### config.mk
export PLATFORM = sky130hd
export DESIGN_NAME = serial_word_loader_flat
export DESIGN_NICKNAME = d
export VERILOG_FILES = /design/src/rtl/serial_word_loader_pkg.sv /design/src/rtl/serial_word_loader_if.sv /design/src/rtl/swl_bit_counter.sv /design/src/rtl/serial_word_loader.sv /design/src/flat_wrapper.sv
export SDC_FILE = /design/constraint.sdc
export NUM_CORES = 1
export LEC_CHECK = 0
export ABC_CLOCK_PERIOD_IN_PS = 2400
export CAP_MARGIN = 20
export CORE_AREA = 2 2 39 41
export DETAILED_ROUTE_END_ITERATION = 10
export DIE_AREA = 0 0 41 43
export SLEW_MARGIN = 20
export SYNTH_ARGS = -nofsm -noshare
export SYNTH_HDL_FRONTEND = slang
export SYNTH_SLANG_ARGS = --single-unit
### constraint.sdc
create_clock -name clk -period 2.4 [get_ports clk]
set_input_delay 0.36 -clock clk [delete_from_list [all_inputs] [get_ports clk]]
set_output_delay 0.36 -clock clk [all_outputs]
set_load 0.01 [all_outputs]
### src/rtl/serial_word_loader_pkg.sv
// ---------------------------------------------------------------------------
// serial_word_loader_pkg
//
// Shared definitions for the serial word loader slice:
//   state_t        : FSM state encoding (IDLE / SHIFT / PARITY)
//   DEFAULT_WIDTH  : default number of bits per assembled word
//   cnt_width()    : width of a counter able to hold 0..WIDTH
// ---------------------------------------------------------------------------
package serial_word_loader_pkg;

    typedef enum logic [1:0] {
        IDLE   = 2'd0,
        SHIFT  = 2'd1,
        PARITY = 2'd2
    } state_t;

    localparam int DEFAULT_WIDTH = 4;

    // The bit counter must represent every value from 0 up to WIDTH.
    function automatic int cnt_width(input int width);
        return $clog2(width + 1);
    endfunction

endpackage

### src/rtl/serial_word_loader_if.sv
// ---------------------------------------------------------------------------
// serial_word_loader_if
//
// Bundles the serial input side and the parallel output side of the loader.
//   clear      : synchronous abort of the partial word   (master -> slave)
//   din        : serial data bit                          (master -> slave)
//   din_valid  : din qualifier                            (master -> slave)
//   word       : last completed word                      (slave -> master)
//   word_valid : one-cycle load strobe                    (slave -> master)
//   busy       : a partial word is held                   (slave -> master)
//   bit_cnt    : bits accepted into the current word      (slave -> master)
//   parity_err : parity failure pulse, only when SERIAL_WORD_LOADER_PARITY_EN
//                is defined                               (slave -> master)
// ---------------------------------------------------------------------------
interface serial_word_loader_if
    import serial_word_loader_pkg::*;
#(
    parameter int WIDTH = DEFAULT_WIDTH,
    parameter int CNT_W = cnt_width(WIDTH)
);

    logic             clear;
    logic             din;
    logic             din_valid;
    logic [WIDTH-1:0] word;
    logic             word_valid;
    logic             busy;
    logic [CNT_W-1:0] bit_cnt;
`ifdef SERIAL_WORD_LOADER_PARITY_EN
    logic             parity_err;
`endif

    modport master (
        output clear,
        output din,
        output din_valid,
        input  word,
        input  word_valid,
        input  busy,
`ifdef SERIAL_WORD_LOADER_PARITY_EN
        input  parity_err,
`endif
        input  bit_cnt
    );

    modport slave (
        input  clear,
        input  din,
        input  din_valid,
        output word,
        output word_valid,
        output busy,
`ifdef SERIAL_WORD_LOADER_PARITY_EN
        output parity_err,
`endif
        output bit_cnt
    );

endinterface

### src/rtl/swl_bit_counter.sv
// ---------------------------------------------------------------------------
// swl_bit_counter
//
// Counts accepted serial bits of the current word.
//   clk   : system clock
//   reset : synchronous active-high reset
//   inc   : a bit is accepted this cycle
//   clr   : abort, return count to zero
//   count : bits accepted so far (0..WIDTH-1)
//   last  : the next accepted bit completes the word
// ---------------------------------------------------------------------------
module swl_bit_counter #(
    parameter int WIDTH = 4,
    parameter int CNT_W = 3
) (
    input  logic             clk,
    input  logic             reset,
    input  logic             inc,
    input  logic             clr,
    output logic [CNT_W-1:0] count,
    output logic             last
);

    logic [CNT_W-1:0] r_count;

    // Count accepted bits; wrap to zero on the bit that completes the word
    // so a back-to-back bit in the strobe cycle is counted as bit 0.
    always_ff @(posedge clk) begin
        if (reset || clr) begin
            r_count <= '0;
        end else if (inc) begin
            if (last) begin
                r_count <= '0;
            end else begin
                r_count <= r_count + CNT_W'(1);
            end
        end
    end

    assign last  = (r_count == CNT_W'(WIDTH - 1));
    assign count = r_count;

endmodule

### src/rtl/serial_word_loader.sv
// ---------------------------------------------------------------------------
// serial_word_loader (top)
//
// Serial-to-parallel front end: shifts in WIDTH bits LSB first under
// din_valid and presents the word with a one-cycle load strobe meant to
// drive a register enable.
//   clk   : system clock, all state on rising edge
//   reset : synchronous active-high reset
//   bus   : serial_word_loader_if.slave (clear, din, din_valid, word,
//           word_valid, busy, bit_cnt [, parity_err])
//
// Optional feature: define SERIAL_WORD_LOADER_PARITY_EN to require an extra
// even-parity bit after each word; failing words raise parity_err instead
// of word_valid.
// ---------------------------------------------------------------------------
module serial_word_loader
    import serial_word_loader_pkg::*;
#(
    parameter int WIDTH = DEFAULT_WIDTH
) (
    input  logic                clk,
    input  logic                reset,
    serial_word_loader_if.slave bus
);

    localparam int CNT_W = cnt_width(WIDTH);

    state_t           r_state;
    logic [WIDTH-1:0] r_shreg;
    logic [WIDTH-1:0] r_word;
    logic             r_word_valid;
`ifdef SERIAL_WORD_LOADER_PARITY_EN
    logic             r_parity_err;
`endif

    logic [WIDTH-1:0] w_shifted;
    logic             w_accept;
    logic             w_last;
    logic [CNT_W-1:0] w_count;

    // New bits enter at the MSB so that after WIDTH shifts the first bit
    // received sits at bit 0.
    assign w_shifted = {bus.din, r_shreg[WIDTH-1:1]};

    // Data bits are only counted outside the parity slot.
    assign w_accept = bus.din_valid && !bus.clear &&
                      ((r_state == IDLE) || (r_state == SHIFT));

    swl_bit_counter #(
        .WIDTH (WIDTH),
        .CNT_W (CNT_W)
    ) u_bit_counter (
        .clk   (clk),
        .reset (reset),
        .inc   (w_accept),
        .clr   (bus.clear),
        .count (w_count),
        .last  (w_last)
    );

    // Main FSM plus shift register and registered outputs. Strobes default
    // low every cycle so they last exactly one cycle; clear drops the
    // partial word but keeps the last completed word visible.
    always_ff @(posedge clk) begin
        if (reset) begin
            r_state      <= IDLE;
            r_shreg      <= '0;
            r_word       <= '0;
            r_word_valid <= 1'b0;
`ifdef SERIAL_WORD_LOADER_PARITY_EN
            r_parity_err <= 1'b0;
`endif
        end else begin
            r_word_valid <= 1'b0;
`ifdef SERIAL_WORD_LOADER_PARITY_EN
            r_parity_err <= 1'b0;
`endif
            if (bus.clear) begin
                r_state <= IDLE;
                r_shreg <= '0;
            end else if (bus.din_valid) begin
                case (r_state)
                    IDLE: begin
                        r_shreg <= w_shifted;
                        r_state <= SHIFT;
                    end
                    SHIFT: begin
                        r_shreg <= w_shifted;
                        if (w_last) begin
`ifdef SERIAL_WORD_LOADER_PARITY_EN
                            r_state      <= PARITY;
`else
                            r_word       <= w_shifted;
                            r_word_valid <= 1'b1;
                            r_state      <= IDLE;
`endif
                        end
                    end
`ifdef SERIAL_WORD_LOADER_PARITY_EN
                    PARITY: begin
                        // The candidate word is complete in r_shreg; din is p.
                        if ((^r_shreg ^ bus.din) == 1'b0) begin
                            r_word       <= r_shreg;
                            r_word_valid <= 1'b1;
                        end else begin
                            r_parity_err <= 1'b1;
                        end
                        r_state <= IDLE;
                    end
`endif
                    default: begin
                        r_state <= IDLE;
                    end
                endcase
            end
        end
    end

    assign bus.word       = r_word;
    assign bus.word_valid = r_word_valid;
    assign bus.busy       = (r_state != IDLE);
    assign bus.bit_cnt    = w_count;
`ifdef SERIAL_WORD_LOADER_PARITY_EN
    assign bus.parity_err = r_parity_err;
`endif

endmodule

### src/flat_wrapper.sv
// flat-port wrapper written by rule: the top's interface ports become plain ports
module serial_word_loader_flat import serial_word_loader_pkg::*;
#(
    parameter int WIDTH = DEFAULT_WIDTH
)
  (clk, reset, bus_clear, bus_din, bus_din_valid, bus_word, bus_word_valid, bus_busy, bus_bit_cnt);
  serial_word_loader_if #(.WIDTH(WIDTH)) bus_i ();
  input  logic clk;
  input  logic reset;
  input wire logic [$bits(bus_i.clear)-1:0] bus_clear;
  input wire logic [$bits(bus_i.din)-1:0] bus_din;
  input wire logic [$bits(bus_i.din_valid)-1:0] bus_din_valid;
  output wire logic [$bits(bus_i.word)-1:0] bus_word;
  output wire logic [$bits(bus_i.word_valid)-1:0] bus_word_valid;
  output wire logic [$bits(bus_i.busy)-1:0] bus_busy;
  output wire logic [$bits(bus_i.bit_cnt)-1:0] bus_bit_cnt;
  assign bus_i.clear = bus_clear;
  assign bus_i.din = bus_din;
  assign bus_i.din_valid = bus_din_valid;
  assign bus_word = bus_i.word;
  assign bus_word_valid = bus_i.word_valid;
  assign bus_busy = bus_i.busy;
  assign bus_bit_cnt = bus_i.bit_cnt;
  serial_word_loader #(.WIDTH(WIDTH)) u_core (.clk(clk), .reset(reset), .bus(bus_i));
endmodule
==> results.txt <==
hold_ws - 458 ps
share of cells above drive strength 1 - 4.76%
Ports - 14
CP Buf/Inv Count - 1
unrepaired setup endpoints after global routing - false
first-pass GRT wire length - 1.39 mm
Crit. End Element - output pin
CTS root buffer - clkbuf_4
Total GRT Usage - 12.1%
Post-DRT Antenna Nets - 0
Worst Setup SP - u_core.u_bit_counter.count[0]$_SDFFE_PP0P_
FF+latch count, synth - 12
Worst-Skew Late Latency - 260 ps
Slowest-stage cell, CP - clkdlybuf4s50_1
DRT Pass-1 Iters - 1
synthesized instance count - 50
P per Cell Area - 536 mW/mm2
CP Launch Type - register
largest net degree at the start of global routing - 11
CTS tree - built
CP Cell Sequence - clkdlybuf4s50_1
register area - 240 um2
grt ovf - 0
Initial Util - 36.0%
die height - 43 um
CTS resizes - 0
Routed WL per cell - 9.85 um
Avg Cell Area, Syn - 9.96 um2
CTS clk-pin slew, worst paths - 70 ps
worst reg2reg endpoint - u_core.bus.word[0]$_SDFFE_PP0P_
CTS Buf Count - 3
clock sinks - 12
final wirelength - 778 um
crit path to - bus_bit_cnt[0]
reg2reg path depth - 4
P_leak - 0.244 nW
number of core rows - 14
ANT cells - 0
Reg2Reg Setup Slack - 1070 ps
Final nets - 71
synth unique cells - 14
cell taking the most area after synthesis - dfxtp_1
area of the die - 0.00176 mm2
Yosys warnings - 0
Yosys top cell area share - 48.2%
Finished Core Util - 47.0%
setup TNS - 0 ps
Detailed Place HPWL - 572 um
Final min period - 1550 ps
Max Slew Vio Count - 0
H-tree levels - 1
CP top delay family - buffers and inverters
Area growth syn-to-layout - 30.7%
status - finished, final reports clean
hold_buf cts - 0
initial antenna violation count - 0
Finished Layout Cells - 79
Max Fclk - 647 MHz
top cells by area, synth - dfxtp_1 (48%), mux2i_1 (16%), nand2b_1 (11%), nor2_1 (5.3%), nor2b_1 (3.8%)
maximum net fanout on the critical path - 4
Via Count - 356
Hold/Removal Path Class - reg -> reg
area of the multi-input gates - 238 um2
instance count on the critical path - 1
post-CTS setup buffer count - 0
reg2reg start - u_core.u_bit_counter.count[0]$_SDFFE_PP0P_
peak supply drop - 0.244 mV
Mapped Nets - 56
Slew HR - 72.4%
number of vias per cell - 4.51
worst path required time - 2040 ps
Tcrit/Tclk final - 64.4%
max_cap viols - 0
clk_skew - 2.61 ps
clock buffer depth - 2
First DRT Iteration DRCs - 0
remaining routing DRC violations - 0
CORE AREA - 0.00138 mm2
slowest cell delay on critical path - 550 ps
Finish-stage setup viols - 0
die width - 41 um
Port Buffers - 13
worst hold start - u_core.u_bit_counter.count[2]$_SDFFE_PP0P_
fill cell count - 134
critical path arrival - 1190 ps
Post-Place Cells - 76
Syn Std Cell Area - 498 um2
CP Class - reg -> out
Final Hold Viols - 0
Least-Margin Pin Slew - 413 ps
sequential area share after synthesis - 48.2%
RePlAce Congestion - 0.626
vias in the first global route - 329
==> layout make-up <==
type,count,share of cell area (%)
sequential,12,36.9
multi-input combinational,35,36.5
timing repair buffer,13,20.0
clock buffer,3,3.46
tap,16,3.08
==> how the worst min path moves through the flow <==
stage                                                       endpoint  slack, ps  cells past startpoint
after global placement    u_core.u_bit_counter.count[2]$_SDFFE_PP0P_        450                      2
final                     u_core.u_bit_counter.count[2]$_SDFFE_PP0P_        460                      2
after detailed placement  u_core.u_bit_counter.count[2]$_SDFFE_PP0P_        450                      2
after floorplan                     u_core.bus.word_valid$_SDFF_PP0_        430                      1
after global routing                 u_core.bus.word[2]$_SDFFE_PP0P_        500                      2
after CTS                 u_core.u_bit_counter.count[2]$_SDFFE_PP0P_        460                      2
==> layer usage <==
metal	wire, um	share of wire, %	track usage [%]
met5	0	0	0
met4	0	0	10.0
met3	59	7.6	3.14
met2	344	44	15.6
met1	374	48	16.2
==> tightest hold or removal path, cell delays in order, from the launching register on <==
cell and delay [ps]:
dfxtp_1 330, nand2_1 60, nor2_1 30
==> report_power, final <==
group / switching, W / internal [W]
sequential: 0.00000196 / 0.000202
clock: 0.0000604 / 0.0000579
combinational: 0.0000111 / 0.0000159
total: 0.0000735 / 0.000275
==> cell usage after synthesis <==
library cell,number
dfxtp_1,12
a21oi_1,1
clkbuf_1,1
and3b_1,2
nand2_1,2
buf_6,1
nand2b_1,9
mux2i_1,8
a211oi_1,1
ha_1,1
nor2b_1,3
nor2_1,7
or2_1,1
buf_2,1
==> cell usage in the layout (no fill, tap or decap) <==
cell | synthesis | routed
clkdlybuf4s50_1 | 0 | 13
dfxtp_1 | 12 | 12
nand2b_1 | 9 | 9
mux2i_1 | 8 | 8
nor2_1 | 7 | 7
nor2b_1 | 3 | 3
clkbuf_4 | 0 | 3
and3b_1 | 2 | 2
nand2_1 | 2 | 2
or2_1 | 1 | 1
a21oi_1 | 1 | 1
a211oi_1 | 1 | 1
ha_1 | 1 | 1
==> state kept, by name, summed over array words and instances (netlist names) <==
name / flops
u_core.bus.word: 4
u_core.bus.word_valid: 1
u_core.r_shreg: 3
u_core.r_state: 1
u_core.u_bit_counter.count: 3
==> through the flow <==
step,instance area (um2),power [W],worst slack [ps]
CTS,651,0.000356,824
global route,651,0.000367,787
global placement,628,0.000235,672
finish,651,0.000349,854
floorplan,498,0.000222,1150
detailed placement,628,0.000235,668
==> kinds of logic after synthesis <==
family          after synthesis  synth area share [%]
simple gates                 24                  26.6
flops                        12                  48.2
mux                           8                  16.1
buf+inv                       3                  4.02
compound gates                2                  2.51
fa+ha+maj                     1                  2.51
Note: power is estimated with default switching activity, not from simulation.
